<file path="src/rtl/lane_rr_scheduler_pkg.sv">
// Shared constants and types for the four-lane round-robin byte scheduler.
package lane_rr_scheduler_pkg;

    localparam int unsigned NumLanes = 4;
    localparam int unsigned LaneW    = 2;

    typedef logic [LaneW-1:0] lane_t;

    typedef enum logic {
        StIdle  = 1'b0,
        StGrant = 1'b1
    } state_e;

endpackage

</file>
<file path="src/rtl/lane_rr_scheduler_if.sv">
// Lane-side and stream-side signals of the scheduler, with producer (master) and
// scheduler (slave) views.
interface lane_rr_scheduler_if #(
    parameter int unsigned WIDTH = 8
);
    logic [WIDTH-1:0]                        in0;
    logic [WIDTH-1:0]                        in1;
    logic [WIDTH-1:0]                        in2;
    logic [WIDTH-1:0]                        in3;
    logic [lane_rr_scheduler_pkg::NumLanes-1:0] valid;
    logic [lane_rr_scheduler_pkg::NumLanes-1:0] ready;
    logic [WIDTH-1:0]                        out;
    logic                                    validout;
    logic                                    out_ready;
    logic [lane_rr_scheduler_pkg::LaneW-1:0]    sel;
    logic [lane_rr_scheduler_pkg::NumLanes-1:0] err_ovf;

    modport master (
        output in0, in1, in2, in3, valid, out_ready,
        input  ready, out, validout, sel, err_ovf
    );

    modport slave (
        input  in0, in1, in2, in3, valid, out_ready,
        output ready, out, validout, sel, err_ovf
    );
endinterface

</file>
<file path="src/rtl/lane_fifo2.sv">
// Two-entry FIFO used as the per-lane buffer; push when full and pop when empty are ignored.
module lane_fifo2 #(
    parameter int unsigned WIDTH = 8
) (
    input  logic             clk,
    input  logic             rst_n,
    input  logic             push,
    input  logic             pop,
    input  logic [WIDTH-1:0] din,
    output logic [WIDTH-1:0] dout,
    output logic             empty,
    output logic             full,
    output logic [1:0]       count
);
    logic [WIDTH-1:0] mem_q [2];
    logic             wr_q, rd_q;
    logic [1:0]       cnt_q;
    logic             push_ok, pop_ok;

    assign push_ok = push && !full;
    assign pop_ok  = pop && !empty;
    assign empty   = (cnt_q == 2'd0);
    assign full    = (cnt_q == 2'd2);
    assign count   = cnt_q;
    assign dout    = mem_q[rd_q];

    always_ff @(posedge clk or negedge rst_n) begin
        if (!rst_n) begin
            mem_q[0] <= '0;
            mem_q[1] <= '0;
            wr_q     <= 1'b0;
            rd_q     <= 1'b0;
            cnt_q    <= 2'd0;
        end else begin
            if (push_ok) begin
                mem_q[wr_q] <= din;
                wr_q        <= ~wr_q;
            end
            if (pop_ok) begin
                rd_q <= ~rd_q;
            end
            unique case ({push_ok, pop_ok})
                2'b10:   cnt_q <= cnt_q + 2'd1;
                2'b01:   cnt_q <= cnt_q - 2'd1;
                default: cnt_q <= cnt_q;
            endcase
        end
    end
endmodule

</file>
<file path="src/rtl/lane_rr_scheduler.sv">
// Merges four byte lanes into one stream: round-robin grants with bursts of up to
// BURST_MAX bytes into a registered, back-pressurable output stage.
module lane_rr_scheduler
    import lane_rr_scheduler_pkg::*;
#(
    parameter int unsigned WIDTH     = 8,
    parameter int unsigned BURST_MAX = 4
) (
    input logic                clk,
    input logic                rst_n,
    lane_rr_scheduler_if.slave bus
);
    localparam int unsigned        BurstW    = $clog2(BURST_MAX + 1);
    localparam logic [BurstW-1:0]  BurstMaxW = BurstW'(BURST_MAX);

    logic [WIDTH-1:0]    lane_in   [NumLanes];
    logic [WIDTH-1:0]    lane_head [NumLanes];
    logic [1:0]          lane_cnt  [NumLanes];
    logic [NumLanes-1:0] empty, full, push, pop, ready;

    state_e              state_q;
    lane_t               cur_q, sel_q;
    logic [BurstW-1:0]   burst_q;
    logic [WIDTH-1:0]    out_q;
    logic                validout_q;
    logic [NumLanes-1:0] err_q;
    logic                rdy_en_q;

    lane_t               load_lane, cand;
    logic                have_lane, load_opp, load;

    assign lane_in[0] = bus.in0;
    assign lane_in[1] = bus.in1;
    assign lane_in[2] = bus.in2;
    assign lane_in[3] = bus.in3;

    for (genvar i = 0; i < NumLanes; i++) begin : g_lane
        // rdy_en_q holds ready low for the whole reset period and the first cycle after it.
        assign ready[i] = rdy_en_q && (lane_cnt[i] < 2'd2);
        assign push[i]  = bus.valid[i] && ready[i] && !full[i];
        assign pop[i]   = load && (load_lane == lane_t'(i));

        lane_fifo2 #(
            .WIDTH(WIDTH)
        ) u_fifo (
            .clk  (clk),
            .rst_n(rst_n),
            .push (push[i]),
            .pop  (pop[i]),
            .din  (lane_in[i]),
            .dout (lane_head[i]),
            .empty(empty[i]),
            .full (full[i]),
            .count(lane_cnt[i])
        );
    end

    always_comb begin
        load_lane = cur_q;
        have_lane = 1'b0;
        cand      = cur_q;
        if (state_q == StGrant && !empty[cur_q] && burst_q < BurstMaxW) begin
            have_lane = 1'b1;
        end else begin
            // Scan cur+1 .. cur+4; the final step wraps back onto cur itself.
            for (int k = 1; k <= NumLanes; k++) begin
                cand = cur_q + lane_t'(k);
                if (!have_lane && !empty[cand]) begin
                    load_lane = cand;
                    have_lane = 1'b1;
                end
            end
        end
    end

    assign load_opp = !validout_q || bus.out_ready;
    assign load     = load_opp && have_lane;

    always_ff @(posedge clk or negedge rst_n) begin
        if (!rst_n) begin
            state_q    <= StIdle;
            cur_q      <= lane_t'(NumLanes - 1);
            burst_q    <= '0;
            out_q      <= '0;
            sel_q      <= '0;
            validout_q <= 1'b0;
            err_q      <= '0;
            rdy_en_q   <= 1'b0;
        end else begin
            rdy_en_q <= 1'b1;
            err_q    <= err_q | (bus.valid & ~ready);
            if (load) begin
                out_q      <= lane_head[load_lane];
                sel_q      <= load_lane;
                validout_q <= 1'b1;
                state_q    <= StGrant;
                if (state_q == StGrant && load_lane == cur_q) begin
                    if (burst_q != BurstMaxW) burst_q <= burst_q + 1'b1;
                end else begin
                    cur_q   <= load_lane;
                    burst_q <= BurstW'(1);
                end
            end else if (load_opp) begin
                validout_q <= 1'b0;
                state_q    <= StIdle;
            end
        end
    end

    assign bus.ready    = ready;
    assign bus.out      = out_q;
    assign bus.sel      = sel_q;
    assign bus.validout = validout_q;
    assign bus.err_ovf  = err_q;
endmodule
</file>
<file path="src/flat_wrapper.sv">
// flat-port wrapper written by rule: the top's interface ports become plain ports
module lane_rr_scheduler_flat import lane_rr_scheduler_pkg::*;
#(
    parameter int unsigned WIDTH     = 8,
    parameter int unsigned BURST_MAX = 4
)
  (clk, rst_n, bus_in0, bus_in1, bus_in2, bus_in3, bus_valid, bus_out_ready, bus_ready, bus_out, bus_validout, bus_sel, bus_err_ovf);
  lane_rr_scheduler_if #(.WIDTH(WIDTH)) bus_i ();
  input logic clk;
  input logic rst_n;
  input wire logic [$bits(bus_i.in0)-1:0] bus_in0;
  input wire logic [$bits(bus_i.in1)-1:0] bus_in1;
  input wire logic [$bits(bus_i.in2)-1:0] bus_in2;
  input wire logic [$bits(bus_i.in3)-1:0] bus_in3;
  input wire logic [$bits(bus_i.valid)-1:0] bus_valid;
  input wire logic [$bits(bus_i.out_ready)-1:0] bus_out_ready;
  output wire logic [$bits(bus_i.ready)-1:0] bus_ready;
  output wire logic [$bits(bus_i.out)-1:0] bus_out;
  output wire logic [$bits(bus_i.validout)-1:0] bus_validout;
  output wire logic [$bits(bus_i.sel)-1:0] bus_sel;
  output wire logic [$bits(bus_i.err_ovf)-1:0] bus_err_ovf;
  assign bus_i.in0 = bus_in0;
  assign bus_i.in1 = bus_in1;
  assign bus_i.in2 = bus_in2;
  assign bus_i.in3 = bus_in3;
  assign bus_i.valid = bus_valid;
  assign bus_i.out_ready = bus_out_ready;
  assign bus_ready = bus_i.ready;
  assign bus_out = bus_i.out;
  assign bus_validout = bus_i.validout;
  assign bus_sel = bus_i.sel;
  assign bus_err_ovf = bus_i.err_ovf;
  lane_rr_scheduler #(.WIDTH(WIDTH), .BURST_MAX(BURST_MAX)) u_core (.clk(clk), .rst_n(rst_n), .bus(bus_i));
endmodule
</file>
<file path="config.mk">
export PLATFORM = sky130hd
export DESIGN_NAME = lane_rr_scheduler_flat
export DESIGN_NICKNAME = d
export VERILOG_FILES = /design/src/rtl/lane_rr_scheduler_pkg.sv /design/src/rtl/lane_rr_scheduler_if.sv /design/src/rtl/lane_fifo2.sv /design/src/rtl/lane_rr_scheduler.sv /design/src/flat_wrapper.sv
export SDC_FILE = /design/constraint.sdc
export NUM_CORES = 1
export LEC_CHECK = 0
export ABC_AREA = 1
export ABC_CLOCK_PERIOD_IN_PS = 4200
export CORE_UTILIZATION = 45
export CTS_CLUSTER_DIAMETER = 80
export CTS_CLUSTER_SIZE = 25
export DETAILED_ROUTE_END_ITERATION = 10
export MAX_ROUTING_LAYER = met4
export PLACE_DENSITY_LB_ADDON = 0.15
export REMOVE_ABC_BUFFERS = 1
export SLEW_MARGIN = 20
export SYNTH_ARGS = -nofsm -noshare
export SYNTH_HDL_FRONTEND = slang
export SYNTH_SLANG_ARGS = --single-unit
</file>
<file path="constraint.sdc">
create_clock -name clk -period 4.2 [get_ports clk]
set_input_delay 0.84 -clock clk [delete_from_list [all_inputs] [get_ports clk]]
set_output_delay 0.84 -clock clk [all_outputs]
set_load 0.01 [all_outputs]
</file>
==> impl_metrics.env <==
export IMPL_detail_route_drc_violations=0
export IMPL_worst_endpoint_required_ns=4.45
export IMPL_cts_resized_gates=0
export IMPL_nFillCells=1007
export IMPL_antenna_found_initial=0
export IMPL_min_period_ns=2.86
export IMPL_drt_pass1_iter_count=5
export IMPL_routed_length_on_met1_mm=5.18
export IMPL_cts_root_to_sink_buffers=2
export IMPL_die_h_um=107
export IMPL_core_region_area_um2=10800
export IMPL_hold_viol=0
export IMPL_antenna_left=0
export IMPL_grt_remaining_overflow=0
export IMPL_clock_root_buffer="sky130_fd_sc_hd__clkbuf_8"
export IMPL_total_number_of_clock_tree_sinks=101
export IMPL_final_setup_tns_ns=0
export IMPL_worstSkewPairLatency_ns=0.36
export IMPL_num_antenna_cells=0
export IMPL_cellLeakagePower_uw=0.00294
export IMPL_clock_skew_after_layout_ns=0.00413
export IMPL_yosysTopAreaCell="sky130_fd_sc_hd__dfrtp_1"
export IMPL_min_path_type="register to register"
export IMPL_numPortBuffers=57
export IMPL_total_standard_cell_area_after_synthesis_um2=5000
export IMPL_critPathSlowestCell="sky130_fd_sc_hd__dfstp_2"
export IMPL_synth_yosys_warnings=0
export IMPL_vias_in_the_first_global_route=3809
export IMPL_worstPathBufferInverterCount=3
export IMPL_floorplan_initialDensity=0.462
export IMPL_cp_slowest_stage_delay_ns=0.67
export IMPL_critical_path_endpoint_type="register"
export IMPL_max_slew_margin_rel=0.466
export IMPL_global_route_wire_length_before_repair_mm=18.2
export IMPL_timing_worst_setup_path_type="register to register"
export IMPL_synth_cells=575
export IMPL_cp_max_fo=14
export IMPL_area_growth_syn_to_layout_pct=17.2
export IMPL_cp_start_kind="register"
export IMPL_fin_nets=665
export IMPL_dpl_cell_count=749
export IMPL_post_cts_setup_buffers=0
export IMPL_final_wirelength_mm=10.9
export IMPL_clk_pin_slew_ns=0.09
export IMPL_die_area_um2=11500
export IMPL_io_pin_count=58
export IMPL_gp_congestion=0.826
export IMPL_crit_reg2reg_launch="u_core.cur_q[0]"
export IMPL_power_density_cell_area_nw_per_um2=914
export IMPL_worstHoldStart="u_core.bus.err_ovf[3]"
export IMPL_gr_usage_all_layers=0.211
export IMPL_finish_cell_count_without_fillers=765
export IMPL_synth_sequential_area_ratio=0.506
export IMPL_worstPathCellList="inv_2 > nand2_1 > nand2_1 > nand3_2 > nand2_2 > nor2_4 > nand4_1 > nand2_2 > inv_2 > nand3_2 > inv_1 > ha_1 > a21oi_1 > o21ai_0 > xnor2_1"
export IMPL_critical_path_top_delay_family="simple AND/OR/NAND/NOR gates"
export IMPL_postCtsHoldBufs=0
export IMPL_clock_tree_htree_level_count=3
export IMPL_detailroute_via_count=3911
export IMPL_final_max_slew_violation_count=0
export IMPL_viasPerCell=5.11
export IMPL_finalHoldWorstSlack_ns=0.487
export IMPL_netlist_area_leader_share=0.495
export IMPL_multi_input_comb_area_um2=2160
export IMPL_std_cell_rows=38
export IMPL_routed_top_layer="met4"
export IMPL_grt_start_max_net_pins=89
export IMPL_max_rail_drop_vdd_v=0.000489
export IMPL_drive_above_1_share=0.0800
export IMPL_max_cap_viol_count=0
export IMPL_status="finished, final reports clean"
export IMPL_cts_tree="yes"
export IMPL_post_route_period_util=0.680
export IMPL_clock_fmax_mhz=350
export IMPL_tritoncts_num_buffers=9
export IMPL_setup_viol_count_final=0
export IMPL_rsz0062_at_grt="no"
export IMPL_crit_path_start="u_core.cur_q[0]"
export IMPL_met2WireLength_mm=5.25
export IMPL_total_design_power_uw=5360
export IMPL_synth_seq_cells=101
export IMPL_regArea_um2=2530
export IMPL_routed_wire_length_per_instance_um=14.2
export IMPL_die_w_um=107
export IMPL_worst_pin_slew_ns=0.801
export IMPL_synth_lib_cells_used_distinct=33
export IMPL_routed_wl_met3_um=336
export IMPL_detailedRoute_firstIterationViolations=295
export IMPL_avgSynthCellArea_um2=8.70
export IMPL_dp_final_hpwl_mm=7.92
export IMPL_arrival_ns=3.10
export IMPL_post_synth_main_area_contributors="sky130_fd_sc_hd__dfrtp_1, sky130_fd_sc_hd__nand2_1, sky130_fd_sc_hd__o21ai_0, sky130_fd_sc_hd__mux2i_1, sky130_fd_sc_hd__nand3_1"
## cells in the final DEF (no fill, tap or decap), types with 6 or more instances in the layout
cell and count:
sky130_fd_sc_hd__ha_1 6, sky130_fd_sc_hd__nand3_2 8, sky130_fd_sc_hd__nand2_1 165, sky130_fd_sc_hd__clkdlybuf4s50_1 56, sky130_fd_sc_hd__dfrtp_1 99, sky130_fd_sc_hd__inv_1 49
sky130_fd_sc_hd__nand3_1 57, sky130_fd_sc_hd__nor2_1 11, sky130_fd_sc_hd__clkbuf_8 10, sky130_fd_sc_hd__mux2i_1 32, sky130_fd_sc_hd__xnor2_1 11, sky130_fd_sc_hd__nand2_2 9
sky130_fd_sc_hd__o21ai_0 72
## cells by family (layout without fill, tap and decap cells)
kind of cell	Yosys count	in the layout	share of synthesized area
muxes	32	32	0.0640
buffers and inverters	76	126	0.0625
DFF	101	101	0.506
other	1	1	0.000749
and+or+nand+nor	264	264	0.241
adders and majority gates	6	6	0.0150
AOI/OAI and AO/OA	83	83	0.0898
xor gates and xnor gates	12	12	0.0210
## routing by layer
layer	up-vias	global-route usage
li1	1954	-
met1	1883	0.280
met2	66	0.339
met3	8	0.0345
met4	0	0.0528
met5	-	-
## cell usage after synthesis, drive strengths merged
master and instances:
a21oi 5, a31oi 1, buf 10, clkbuf 14, conb 1, dfrtp 99
dfstp 2, ha 6, inv 52, mux2i 32, nand2 175, nand3 67
nand4 5, nor2 13, o21ai 73, o21bai 4, or2 4, xnor2 11
xor2 1
## per-stage QoR
| stage | worst slack [ns] | instance area (µm²) | util |
|---|---|---|---|
| finish | 1.34 | 5860 | 0.541 |
| global route | 1.08 | 5860 | 0.541 |
| CTS | 1.33 | 5860 | 0.541 |
| detailed placement | 1.30 | 5640 | 0.520 |
| global placement | 1.40 | 5640 | 0.520 |
| floorplan | 1.75 | 4890 | - |
## worst register-to-register path: cells and delay by family, from the launching register on
kind / cells / cell delay (ns)
flops: 1 / 0.67
compound gates: 2 / 0.25
fa+ha+maj: 1 / 0.29
buf+inv: 3 / 0.39
xor+xnor: 1 / 0.14
simple gates: 8 / 1.01
## sequential cells by signal, indices dropped and copies added, names as in the netlist
| signal | cells |
|---|---|
| u_core.bus.sel | 2 |
| u_core.g_lane.u_fifo.count | 8 |
| u_core.g_lane.u_fifo.mem_q | 64 |
| u_core.g_lane.u_fifo.rd_q | 4 |
| u_core.bus.err_ovf | 4 |
| u_core.cur_q | 2 |
| u_core.g_lane.u_fifo.wr_q | 4 |
| u_core.rdy_en_q | 1 |
| u_core.bus.validout | 1 |
| u_core.bus.out | 8 |
| u_core.burst_q | 3 |
## worst paths after layout
| kind | end | slack [ns] | depth (start not counted) |
|---|---|---|---|
| max in group asynchronous | u_core.g_lane[1].u_fifo.mem_q[13] | 2.94 | 2 |
| setup / recovery | u_core.g_lane[0].u_fifo.count[1] | 1.34 | 15 |
| setup reg to reg | u_core.g_lane[0].u_fifo.count[1] | 1.34 | 15 |
| hold reg to reg | u_core.bus.err_ovf[3] | 0.49 | 1 |
| hold / removal | u_core.bus.err_ovf[3] | 0.49 | 1 |
| min in group asynchronous | u_core.g_lane[2].u_fifo.wr_q | 0.54 | 1 |
## cell type report
| cell class | count | share of cell area |
|---|---|---|
| Multi-Input combinational cell | 398 | 0.369 |
| Sequential cell | 101 | 0.431 |
| Tap cell | 140 | 0.0299 |
| Inverter | 52 | 0.0333 |
| Clock buffer | 11 | 0.0241 |
| Timing Repair Buffer | 58 | 0.0988 |
| Clock inverter | 5 | 0.0139 |
## where the power goes
part / internal [µW] / switching [µW] / total (µW)
registers: 1440 / 374 / 1810
clock network: 354 / 330 / 684
logic: 1120 / 1740 / 2860
Note: power is estimated with default switching activity, not from simulation.
==> RTL edit, RTL diff (config.mk and constraints unchanged) <==
Reset style: synchronous (`rst_n`), changed in 2 clocked blocks.
--- a/src/rtl/lane_fifo2.sv
+++ b/src/rtl/lane_fifo2.sv
@@ -24,7 +24,7 @@
     assign count   = cnt_q;
     assign dout    = mem_q[rd_q];
 
-    always_ff @(posedge clk or negedge rst_n) begin
+    always_ff @(posedge clk) begin
         if (!rst_n) begin
             mem_q[0] <= '0;
             mem_q[1] <= '0;
--- a/src/rtl/lane_rr_scheduler.sv
+++ b/src/rtl/lane_rr_scheduler.sv
@@ -76,7 +76,7 @@
     assign load_opp = !validout_q || bus.out_ready;
     assign load     = load_opp && have_lane;
 
-    always_ff @(posedge clk or negedge rst_n) begin
+    always_ff @(posedge clk) begin
         if (!rst_n) begin
             state_q    <= StIdle;
             cur_q      <= lane_t'(NumLanes - 1);
Function: differs if rst_n is asserted again (counterexample within 4 cycles, from zero or initial values and one cycle with rst_n low); with rst_n held inactive, the same outputs for 4 cycles.
==> RTL edit against the unedited design <==
  * Worst setup slack improved by 0.051 ns
  * Synthesized area is 3.1% higher
  * Sequential cell count increased by 4
  * Utilization is 1.5 points higher
  * Design area increased by 4.1%
  * Total power is 10% lower
  * Wire length grew 0.20%
  * Critical path type unchanged
  * Largest power group unchanged
==> RTL edit: results (changes against the unedited design) <==
* Post-synthesis compound-gate area fraction at 2.76% (-6.2 points)
* Post-synthesis sequential area ratio at 53.2% (+2.6 points)
* WHS Path Cells at 2 (+1)
* Pwr dens at 786 nW/µm² (-14%)
* Via count at 3743 (-4.3%)
* HPWL Detailed at 8310 µm (+5.0%)
* Post-synth top cells: nor2_1 (118), nand2_1 (109), edfxtp_1 (64), inv_1 (57), dfxtp_1 (41)
* Inst Count DP at 748 (-0.13%)
* Comb_multi_in at 381 (-4.3%)
* Clk Latency, worst-skew pair at 0.34 ns (-0.02 ns)
* Post-synthesis adder-cell area fraction at 1.45% (-0.045 points)
* Share of layout cells above drive strength 1 at 9.94% (+1.9 points)
* Clock buf/inv share at 4.94% (+1.1 points)
* Worst EP arrival at 3.02 ns (-0.08 ns)
* CP max FO at 19 (+5)
* Avg Cell Area, Syn at 9.12 µm² (+4.7%)
* Slowest stage cell on the critical path: dfxtp_1
* First-pass GRT wire length at 17600 µm (-3.2%)
* Multi-input combinational area share at 33.6% (-3.2 points)
* Largest net degree at the start of global routing at 28 (-69%)
* Signal buffers share of area at 9.72% (-0.16 points)
* Placed Area at 5800 µm² (+2.9%)
* Comb pwr at 2.52 mW (-12%)
* Setup slack at placement at 1.10 ns (-0.198 ns)
* Asr flop ratio synth at 0% (-100 points)
* Final Skew at 0.00793 ns (+0.00381 ns)
* Max-slew headroom at 40.7% (-5.9 points)
* Clock transition at the registers of the reported paths at 0.07 ns (-0.02 ns)
* Net Sw Power at 2.16 mW (-11%)
* Sequential Area at 2740 µm² (+8.4%)
* Non-clk invs at 62 (+19%)
* Placer congestion estimate at 0.834 (+0.96%)
* Fill cells at 976 (-3.1%)
* Non-Clock Buffer Count at 60 (+3.4%)
* P_seq at 1.43 mW (-21%)
* GR Util All Layers at 20.2% (-0.84 points)
* Status: complete, no violations
## RTL edit: cell count changes after synthesis, sizes merged, moves of 9 or more
cell,before,now
edfxtp,0,64
nand2,175,124
inv,52,61
dfxtp,0,41
clkbuf,14,5
dfrtp,99,0
xnor2,11,1
nor2,13,121
o21ai,73,8
nand3,67,48
## RTL edit: routing by layer
layer | global-route usage (%) | vias to the layer above | share of wire (%)
li1 | - | 1945 | -
met1 | 27.4 | 1717 | 49
met2 | 30.9 | 69 | 46
met3 | 3.41 | 12 | 3.1
met4 | 6.37 | 0 | 1.4
met5 | - | - | 0
## RTL edit: path summary, 6_finish.rpt
check | from | end | slack, ns
min reg2reg | u_core.bus.err_ovf[1] | u_core.bus.err_ovf[1] | 0.45
max | u_core.cur_q[0] | u_core.g_lane[1].u_fifo.count[1] | 1.39
max reg2reg | u_core.cur_q[0] | u_core.g_lane[1].u_fifo.count[1] | 1.39
min | u_core.bus.err_ovf[1] | u_core.bus.err_ovf[1] | 0.45
